File: src/rtl/logic_op_pkg.sv
// Shared opcode and FSM-state definitions for the logic-op arbiter and its gate unit.
package logic_op_pkg;

    localparam logic [2:0] OP_AND  = 3'd0;
    localparam logic [2:0] OP_OR   = 3'd1;
    localparam logic [2:0] OP_NAND = 3'd2;
    localparam logic [2:0] OP_NOR  = 3'd3;
    localparam logic [2:0] OP_NOTB = 3'd4;
    localparam logic [2:0] OP_XOR  = 3'd5;
    localparam logic [2:0] OP_XNOR = 3'd6;
    localparam logic [2:0] OP_RSVD = 3'd7;

    typedef enum logic {
        ST_IDLE = 1'b0,
        ST_RESP = 1'b1
    } state_t;

endpackage

File: src/rtl/logic_op_unit.sv
// Combinational WIDTH-bit bitwise gate unit; the reserved opcode yields zero and flags err.
module logic_op_unit
    import logic_op_pkg::*;
#(
    parameter int WIDTH = 8
) (
    input  logic [2:0]       op,
    input  logic [WIDTH-1:0] a,
    input  logic [WIDTH-1:0] b,
    output logic [WIDTH-1:0] y,
    output logic             err
);

    always_comb begin
        y   = '0;
        err = 1'b0;
        case (op)
            OP_AND:  y = a & b;
            OP_OR:   y = a | b;
            OP_NAND: y = ~(a & b);
            OP_NOR:  y = ~(a | b);
            OP_NOTB: y = ~b;
            OP_XOR:  y = a ^ b;
            OP_XNOR: y = ~(a ^ b);
            default: err = 1'b1;
        endcase
    end

endmodule

File: src/rtl/logic_op_arbiter.sv
// Round-robin arbiter sharing one logic_op_unit between NREQ requesters, one result in flight.
// Optional per-requester grant counters are built when LOGIC_ARB_STATS_EN is defined.
module logic_op_arbiter
    import logic_op_pkg::*;
#(
    parameter int NREQ  = 4,
    parameter int WIDTH = 8,
    parameter int IDW   = 2
) (
    input  logic                  clk,
    input  logic                  rst_n,
`ifdef LOGIC_ARB_STATS_EN
    input  logic                  stats_clr,
    output logic [NREQ*16-1:0]    grant_cnt,
`endif
    input  logic [NREQ-1:0]       req_valid,
    output logic [NREQ-1:0]       req_ready,
    input  logic [NREQ*3-1:0]     req_op,
    input  logic [NREQ*WIDTH-1:0] req_a,
    input  logic [NREQ*WIDTH-1:0] req_b,
    output logic                  rsp_valid,
    input  logic                  rsp_ready,
    output logic [WIDTH-1:0]      rsp_data,
    output logic [IDW-1:0]        rsp_id,
    output logic                  rsp_err
);

    state_t             state_reg;
    logic [IDW-1:0]     rr_ptr_reg;
    logic               rsp_valid_reg;
    logic [WIDTH-1:0]   rsp_data_reg;
    logic [IDW-1:0]     rsp_id_reg;
    logic               rsp_err_reg;

    logic               found;
    logic [IDW-1:0]     winner;
    logic [IDW:0]       scan_sum;
    logic [IDW:0]       rr_sum;
    logic [IDW-1:0]     rr_ptr_next;
    logic               grant_en;

    logic [2:0]         op_arr [NREQ];
    logic [WIDTH-1:0]   a_arr  [NREQ];
    logic [WIDTH-1:0]   b_arr  [NREQ];
    logic [WIDTH-1:0]   unit_y;
    logic               unit_err;

    for (genvar gi = 0; gi < NREQ; gi++) begin : g_unpack
        assign op_arr[gi] = req_op[gi*3 +: 3];
        assign a_arr[gi]  = req_a[gi*WIDTH +: WIDTH];
        assign b_arr[gi]  = req_b[gi*WIDTH +: WIDTH];
    end

    // Scan from rr_ptr upward with explicit wrap so non-power-of-two NREQ works.
    always_comb begin
        found    = 1'b0;
        winner   = '0;
        scan_sum = '0;
        for (int k = 0; k < NREQ; k++) begin
            scan_sum = {1'b0, rr_ptr_reg} + (IDW+1)'(k);
            if (scan_sum >= (IDW+1)'(NREQ))
                scan_sum = scan_sum - (IDW+1)'(NREQ);
            if (!found && req_valid[scan_sum[IDW-1:0]]) begin
                found  = 1'b1;
                winner = scan_sum[IDW-1:0];
            end
        end
    end

    always_comb begin
        rr_sum = {1'b0, winner} + (IDW+1)'(1);
        if (rr_sum >= (IDW+1)'(NREQ))
            rr_sum = rr_sum - (IDW+1)'(NREQ);
        rr_ptr_next = rr_sum[IDW-1:0];
    end

    assign grant_en = rst_n && (state_reg == ST_IDLE) && found;

    for (genvar gi = 0; gi < NREQ; gi++) begin : g_ready
        assign req_ready[gi] = grant_en && (winner == IDW'(gi));
    end

    logic_op_unit #(.WIDTH(WIDTH)) u_unit (
        .op  (op_arr[winner]),
        .a   (a_arr[winner]),
        .b   (b_arr[winner]),
        .y   (unit_y),
        .err (unit_err)
    );

    always_ff @(posedge clk or negedge rst_n) begin
        if (!rst_n) begin
            state_reg     <= ST_IDLE;
            rr_ptr_reg    <= '0;
            rsp_valid_reg <= 1'b0;
            rsp_data_reg  <= '0;
            rsp_id_reg    <= '0;
            rsp_err_reg   <= 1'b0;
        end else begin
            case (state_reg)
                ST_IDLE: begin
                    if (found) begin
                        rsp_data_reg  <= unit_y;
                        rsp_id_reg    <= winner;
                        rsp_err_reg   <= unit_err;
                        rr_ptr_reg    <= rr_ptr_next;
                        rsp_valid_reg <= 1'b1;
                        state_reg     <= ST_RESP;
                    end
                end
                ST_RESP: begin
                    if (rsp_ready) begin
                        rsp_valid_reg <= 1'b0;
                        state_reg     <= ST_IDLE;
                    end
                end
                default: state_reg <= ST_IDLE;
            endcase
        end
    end

    assign rsp_valid = rsp_valid_reg;
    assign rsp_data  = rsp_data_reg;
    assign rsp_id    = rsp_id_reg;
    assign rsp_err   = rsp_err_reg;

`ifdef LOGIC_ARB_STATS_EN
    logic [15:0] cnt_reg [NREQ];

    // Saturating grant counters; a clear in the same cycle as a grant leaves zero.
    for (genvar gi = 0; gi < NREQ; gi++) begin : g_stats
        always_ff @(posedge clk or negedge rst_n) begin
            if (!rst_n)
                cnt_reg[gi] <= '0;
            else if (stats_clr)
                cnt_reg[gi] <= '0;
            else if (req_ready[gi] && (cnt_reg[gi] != 16'hFFFF))
                cnt_reg[gi] <= cnt_reg[gi] + 16'd1;
        end
        assign grant_cnt[gi*16 +: 16] = cnt_reg[gi];
    end
`endif

endmodule
File: config.mk
export PLATFORM = sky130hd
export DESIGN_NAME = logic_op_arbiter
export DESIGN_NICKNAME = d
export VERILOG_FILES = /design/src/rtl/logic_op_pkg.sv /design/src/rtl/logic_op_unit.sv /design/src/rtl/logic_op_arbiter.sv
export SDC_FILE = /design/constraint.sdc
export NUM_CORES = 1
export LEC_CHECK = 0
export CAP_MARGIN = 15
export CORE_AREA = 2 2 53 104
export CTS_BUF_LIST = sky130_fd_sc_hd__clkbuf_8
export CTS_CLUSTER_DIAMETER = 80
export DETAILED_ROUTE_END_ITERATION = 16
export DIE_AREA = 0 0 55 106
export PLACE_DENSITY = 0.91
export SLEW_MARGIN = 20
export SYNTH_ARGS = -nofsm -noshare
export SYNTH_HDL_FRONTEND = slang
export SYNTH_SLANG_ARGS = --single-unit
File: constraint.sdc
create_clock -name clk -period 8.85 [get_ports clk]
set_input_delay 2.655 -clock clk [delete_from_list [all_inputs] [get_ports clk]]
set_output_delay 2.655 -clock clk [all_outputs]
set_load 0.05 [all_outputs]
==> results of run 1 <==
-- power groups by stage --
stage | registers (mW) | logic [mW] | clock network, mW
3_3_place_gp | 0.114 | 0.695 | 0
6_report | 0.115 | 0.727 | 0.0558
3_5_place_dp | 0.116 | 0.717 | 0
5_1_grt | 0.118 | 0.803 | 0.0581
4_1_cts | 0.115 | 0.722 | 0.0560
2_1_floorplan | 0.178 | 0.502 | 0
-- cell families (layout without fill, tap and decap cells) --
kind of cell | count (synthesis) | in the layout | share of synthesized area (%)
AND/OR/NAND/NOR | 98 | 98 | 21.08
adder cells (fa/ha/maj) | 20 | 20 | 11.36
flip-flops | 15 | 15 | 17.05
XOR/XNOR | 7 | 7 | 2.784
multiplexers | 41 | 41 | 18.69
buffers and inverters | 34 | 122 | 7.841
AO/OA/AOI/OAI | 67 | 67 | 21.19
-- per-layer routing --
| metal | global-route usage [%] | wire length (um) | vias to the layer above |
|---|---|---|---|
| met3 | 1.264 | 254 | 27 |
| met2 | 41.33 | 3419 | 109 |
| met1 | 24.98 | 2122 | 1065 |
| met5 | 0 | 0 | - |
| li1 | - | - | 1185 |
| met4 | 10.80 | 306 | 0 |
-- final timing paths --
kind,start,to,cells after the start
max in group asynchronous,rst_n,rsp_err$_DFFE_PN0P_,1
min reg2reg,rsp_id[0]$_DFFE_PN0P_,rsp_id[0]$_DFFE_PN0P_,1
min in group asynchronous,rst_n,rr_ptr_reg[1]$_DFFE_PN0P_,1
max,req_valid[1],req_ready[0],9
max reg2reg,rr_ptr_reg[0]$_DFFE_PN0P_,rsp_data[5]$_DFFE_PN0P_,10
min,rsp_id[0]$_DFFE_PN0P_,rsp_id[0]$_DFFE_PN0P_,1
-- synthesized netlist by cell type (all sizes together), types with 5 or more instances --
cell type  number
a22oi           6
inv            18
xnor2           7
nand3          10
a21oi           8
o21ai          24
clkbuf          5
ha             20
a311oi          7
nor2            7
mux2i          40
nor3           10
a211oi          5
dfrtp          15
a31oi           6
buf            11
nand2          56
-- final cells by class --
cell class	count	share of cell area [%]
Clock buffer	3	1.284
Clock inverter	1	0.2334
Inverter	18	2.178
Multi-Input combinational cell	233	51.42
Sequential cell	15	11.67
Tap cell	58	2.256
Timing Repair Buffer	100	30.96
-- per-stage QoR --
step	util (%)	cells	total power, mW
after floorplan	-	282	0.6796
after global placement	62.21	424	0.8090
after detailed placement	62.21	424	0.8332
after CTS	63.17	428	0.8929
after global routing	63.17	428	0.9789
final	63.17	428	0.8979
==> impl.org, run 1 <==
** Outcome
- The flow ran to the end, and the final reports show no timing, DRC or antenna violations.

** Critical path
- Cell repeated most along the worst path :: clkdlybuf4s50_1
- Cell family with most CP delay :: buffers and inverters
- Worst path max stage delay :: 800 ps
- The critical path is of the primary input to output pin type.
- Among all stages on the critical path, the largest delay is contributed by clkdlybuf4s50_1.
- The worst setup path is launched from a primary input.
- Traced cell by cell, the critical path runs through clkdlybuf4s50_1 > nor2b_2 > a211oi_2 > nor2_4 > inv_1 > buf_4 > ha_1 > and3_1 > clkdlybuf4s50_1.
- Number of buffer and inverter stages on the critical path :: 4
- Worst Path Required :: 6200 ps
- The worst setup path is captured at an output pin.
- Register-to-register path setup slack :: 5490 ps
- Maximum fanout along the worst path :: 22
- Crit path arrival time :: 5410 ps

** Synth
- For this run, the register share of the synthesized area comes to 17.05%.
- By area the synthesized netlist is led by mux2i_1 18%, dfrtp_1 17%, ha_1 11%, nand2_1 9.5%, o21ai_0 4.1%.
- Post-Syn Area per Cell :: 7.809 sq um
- Post-synth top area cell :: mux2i_1
- For this run, the number of Yosys warnings is 0.
- Flip-flop and latch count after synthesis :: 15
- In the synthesized netlist the dominant register cell turns out to be dfrtp_1.
- Share of async-settable or async-resettable flops after synthesis :: 100.0%
- Counting flops with a built-in enable in the synthesized netlist gives 0.
- The cell area that synthesis handed to floorplanning was 2202 sq um.
- Syn Nets :: 385
- Gate count after technology mapping :: 282
- The top cell type by area accounts for 18.18% of the synthesized area.
- Yosys mapped the design onto 51 distinct sky130hd cell types.

** STA
- Share of the cycle needed by the critical path after routing :: 91.09%
- Across all hold checks on the routed design, the worst slack comes to 475.7 ps.
- For the pin with the worst max-slew slack, the measured transition is 998.4 ps.
- In the post-route analysis, the smallest setup slack over all paths is 788.3 ps.
- Setup violations remaining at the end of the flow were counted as 0.
- Unrepaired setup endpoints after global routing :: no
- Between clock sinks in the finished design, the worst skew comes to 3.058 ps.
- Measured against its own limit, the worst slew margin works out to 33.19%.
- Fmax achieved :: 124.0 MHz
- Endpoints failing hold :: 0
- Final TNS setup :: 0 ps
- The final count of pins violating max slew came to 0.
- For the finished layout, the period the worst path requires is 8062 ps.

** Cells and area
- In the layout the commonest cells are 98 x clkdlybuf4s50_1, 56 x nand2_1, 40 x mux2i_1, 20 x ha_1, 18 x o21ai_0.
- Max reg flops :: 8
- Post-layout net count :: 474
- # diodes :: 0
- Area taken by flip-flops and latches :: 375.4 sq um
- Finished Cell Area :: 3217 sq um
- The post-route netlist has 7.027% of its cells at a drive strength greater than 1.
- From synthesis to final layout, the design area changed by 46.08%.
- Filler cells :: 458
- The multi-input combinational cells in the finished layout cover a total of 1654 sq um.
- Most common library cell in the layout ignoring fill and taps :: clkdlybuf4s50_1

** Clock network
- Maximum count of clock buffers along a single path :: 2
- Clk pin slew, worst setup/hold paths :: 60 ps
- CTS built an H-tree with a depth of 1.
- The tree is rooted in a clkbuf_8.
- The clock reaches the later pin of the worst-skew pair after 250 ps.
- TritonCTS built the clock tree.
- Clock tree synthesis found a total of 15 sinks.
- Number of setup buffers added after CTS :: 0
- Number of instances resized during post-cts repair :: 0
- In this run, CTS created clock tree buffers numbering 3.
- The number of hold buffers added after CTS was 0.

** Drt
- DR vias :: 2386
- The pre-antenna-repair detailed-routing pass consisted of 4 iterations.
- After detailed routing, the average wire length per cell comes to 14.26 um.
- Remaining design rule violation count :: 0
- Wires add up to 6103 um.
- First DRT Iteration DRCs :: 71
- Post-detailed-route via-to-cell ratio :: 5.575
- Post-detailed-route count of antenna-violating nets :: 0

** Placement
- Before CTS, the worst setup slack after placement is 787.2 ps.
- The HPWL after detailed placement is 5223 um.
- Total of buffers placed on input and output ports :: 98
- After detailed placement, the total cell area comes to 3168 sq um.
- Final estimated routing congestion in global placement :: 0.9217

** Min path
- The worst hold path belongs to the class flop to flop.

** Power and ir drop
- The worst-case IR drop observed on VDD is 0.1682 mV.
- Cell internal power was estimated by the tool at 0.4208 mW.
- Net switching is 53.14% of the power.
- Clock power frac :: 6.2%
- Leak Pwr :: 1.472 nW
- Power per unit of standard cell area :: 279.1 nW/um^2
- The analysis attributes to net switching a power of 0.4771 mW.
- Sequential group share of total power :: 12.8%
- Comb pwr share :: 81.0%

** Floorplanning
- In this run the horizontal extent of the chip is 55 um.
- Die Y-Extent :: 106 um
- In this run the standard cell core region covers 5092 sq um.
- Row generation in the floorplan step produced 37 rows.
- The initial utilization of the core area, before any placement, comes to 43.24%.
- The die covers 5830 sq um.
- 99 I/O pins were placed.

** Global routing
- The via count of the first global-routing pass is 2371.
- First-pass GRT wire length :: 10410 um
- Initial antenna violation count :: 0
- Entering global routing, the biggest net connects 31 pins.
- Summed over all layers, the global routing overflow is 0.
- Global routing consumed, over all layers together, 22.80% of the routing resources.

** Run
- Max-cap violation count :: 0
(Power assumes the default switching activity.)
==> inputs of run 2 (changes only) <==
GPL_TIMING_DRIVEN = 0   (was default)
==> impl.org, run 2 (synthesis gave the netlist of run 1 again) <==
** Global routing
- The via count of the first global-routing pass is 2507.
- First-pass GRT wire length :: 10690 um
- Grt ovf :: 0
- Initial antenna violation count :: 0
- Entering global routing, the biggest net connects 20 pins.
- Global routing used 23.90% of the available tracks.

** Power and ir drop
- VDD sags by at most 0.2120 mV.
- For this design the static power due to leakage is 1.523 nW.
- Dividing total power by cell area gives a power density of 283.9 nW/um^2.

** Clock network
- CTS tree :: built
- Number of setup buffers added after CTS :: 0
- TritonCTS Buffers :: 3
- Clock tree sinks :: 15
- The longest clock path from root to sink contains 2 buffers.
- Clock-pin slew was measured on the worst setup and hold paths at 60 ps.
- Hold-fix buffers, CTS :: 0
- Clock root buffer :: clkbuf_8
- In this run the number of H-tree levels came out at 1.
- Insertion delay of the later-clocked pin in the worst-skew pair :: 250 ps
- Number of instances resized during post-cts repair :: 0

** Floorplanning
- For this configuration, the core starts out at a cell density of 43.24%.
- The initialized floorplan defines 37 standard-cell rows.
- Floorplan core area :: 5092 sq um
- In this run the vertical extent of the chip is 106 um.
- I/O Pins :: 99
- The die is 55 um wide.
- The die covers 5830 sq um.

** Placement
- Final estimated routing congestion in global placement :: 0.9427
- Total of buffers placed on input and output ports :: 98
- Placed insts :: 438
- The wire-length estimate of the detail-placed layout is 5540 um.

** STA
- Final TNS setup :: 0 ps
- The number of hold violations in the final report was 0.
- Post-route clock skew :: 3.268 ps
- Fmax achieved :: 116.4 MHz
- Share of the cycle needed by the critical path after routing :: 97.10%
- Number of endpoints failing setup at the final stage :: 0
- Headroom to the max-slew limit :: 49.33%
- Unrepaired setup endpoints after global routing :: no
- The final count of pins violating max slew was 0.
- Fin crit period :: 8593 ps
- For the pin with the worst max-slew slack, the measured transition is 757.6 ps.

** Cells and area
- Most common library cell in the layout ignoring fill and taps :: clkdlybuf4s50_1
- For this run, the post-layout net count is 488.
- The number of antenna diodes in the final layout is 0.
- Leaving out filler cells and counting taps, the final layout contains 442.
- The area growth from synthesis to layout is 49.94%.
- Top library cells by usage in the layout, fill and taps aside :: 98 x clkdlybuf4s50_1, 56 x nand2_1, 40 x mux2i_1, 20 x ha_1, 18 x o21ai_0
- In the final layout, the share of cells above drive strength 1 is 8.854%.
- Measured on the finished design, the core utilization comes to 64.84%.
- The register with the most flip-flops in the layout has 8 of them.

** Critical path
- The setup check on the worst reg-to-reg path leaves a slack of 5730 ps.
- Crit. End Element :: output pin
- Worst Path Required :: 6200 ps
- The endpoint identified for the worst register-to-register timing path is rsp_data[7]$_DFFE_PN0P_.
- Launching element type of the critical path :: primary input
- Among all stages on the critical path, the largest delay is contributed by clkdlybuf4s50_1.
- Crit path depth :: 10
- Crit path arrival time :: 5940 ps
- The worst setup path is of the primary input to output pin kind.
- The worst register-to-register path begins at rr_ptr_reg[0]$_DFFE_PN0P_.
- The critical path contains buffers and inverters numbering 5 combined.
- Worst-case reg-to-reg path depth :: 16
- Walking the worst path, the cells encountered are clkdlybuf4s50_1 > nor2b_2 > a211oi_2 > nor2_4 > buf_2 > inv_1 > buf_1 > ha_1 > and3_1 > clkdlybuf4s50_1.
- Maximum fanout along the worst path :: 11
- Worst path max stage delay :: 810 ps
- Cell family with most CP delay :: buffers and inverters
- Tracing the worst setup path back leads to its startpoint at req_valid[1].
- Capture point of the critical path :: req_ready[1]
- Cell repeated most along the worst path :: clkdlybuf4s50_1

** Min path
- The min-delay analysis places its worst path in the category flop to flop.

** Drt
- The detailed router used layers up to and including met4.
- Drt pass-1 iters :: 4
- Wire length on met2 :: 3833 um
- The final route contains 2445 vias.
- In the routed design, unresolved DRC markers number 0.
- DRT Wirelength :: 6437 um
- Met1 layer wirelength in the final routing :: 2180 um
- Post-detailed-route count of antenna-violating nets :: 0
- Dividing the detail-routed via count by the number of cells gives 5.532.
- After detailed routing, the average wire length per cell comes to 14.56 um.
- First DRT Iteration DRCs :: 87
- DR WL met3 :: 219 um

** Outcome
- The run finished with clean final reports.

** Run
- Max-cap violation count :: 0
-- run 2: cell types whose count changed in the layout (fill, tap and decap cells not counted), sizes merged --
cell / delta
clkbuf: +5
clkinv: +1
clkinvlp: -1
buf: +9
-- run 2: worst min path at each step --
stage                                startpoint                     to  slack [ps]  depth (start not counted)
after floorplan             state_reg$_DFF_PN0_    state_reg$_DFF_PN0_         500                          1
after global placement    rsp_valid$_DFFE_PN0P_  rsp_valid$_DFFE_PN0P_         460                          2
after detailed placement  rsp_id[0]$_DFFE_PN0P_  rsp_id[0]$_DFFE_PN0P_         460                          1
after CTS                 rsp_id[0]$_DFFE_PN0P_  rsp_id[0]$_DFFE_PN0P_         480                          1
after global routing      rsp_id[0]$_DFFE_PN0P_  rsp_id[0]$_DFFE_PN0P_         490                          1
final                       rsp_err$_DFFE_PN0P_    rsp_err$_DFFE_PN0P_         470                          2
-- run 2: area by class of cell --
| class | instances | area (sq um) |
|---|---|---|
| buffer | 16 | 102.6 |
| clock buffer | 3 | 41.29 |
| clock inverter | 1 | 5.005 |
| fill | 450 | 1790 |
| inverter | 18 | 70.07 |
| multi-input combinational | 233 | 1654 |
| sequential | 15 | 375.4 |
| tap | 58 | 72.57 |
| timing repair buffer | 98 | 980.9 |
-- run 2: worst register-to-register path, stage by stage, from the launching register on --
cell and delay [ps]:
dfrtp_1 430, nor2b_1 240, o21ai_1 130, o221a_1 140, buf_6 140, inv_4 100
buf_4 220, buf_2 350, mux2i_1 270, nand2_1 70, nand2_1 130, inv_1 60
ha_1 220, a21oi_1 130, a311oi_1 60, o21ai_0 200, a31oi_1 90
-- run 2: metrics by stage --
stage	total power, mW	area [sq um]	setup slack [ps]	hold slack, ps
finish	0.9373	3302	256.6	472.7
global route	1.018	3302	78.56	494.7
CTS	0.9335	3302	242.3	478.2
detailed placement	0.8732	3256	248.7	464.7
global placement	0.8469	3256	321.7	457.7
floorplan	0.6796	2202	1678	500.3
-- run 2: where the power goes --
| part | switching [mW] | internal (mW) |
|---|---|---|
| Sequential | 0.0197 | 0.0939 |
| Clock | 0.0243 | 0.0312 |
| Combinational | 0.446 | 0.322 |
| Total | 0.490 | 0.447 |
-- run 2: per-layer routing --
metal / up-vias / GRT usage (%)
met5: - / 0
met4: 0 / 10.63
met3: 20 / 0.5618
met2: 90 / 45.32
met1: 1121 / 24.96
li1: 1214 / -
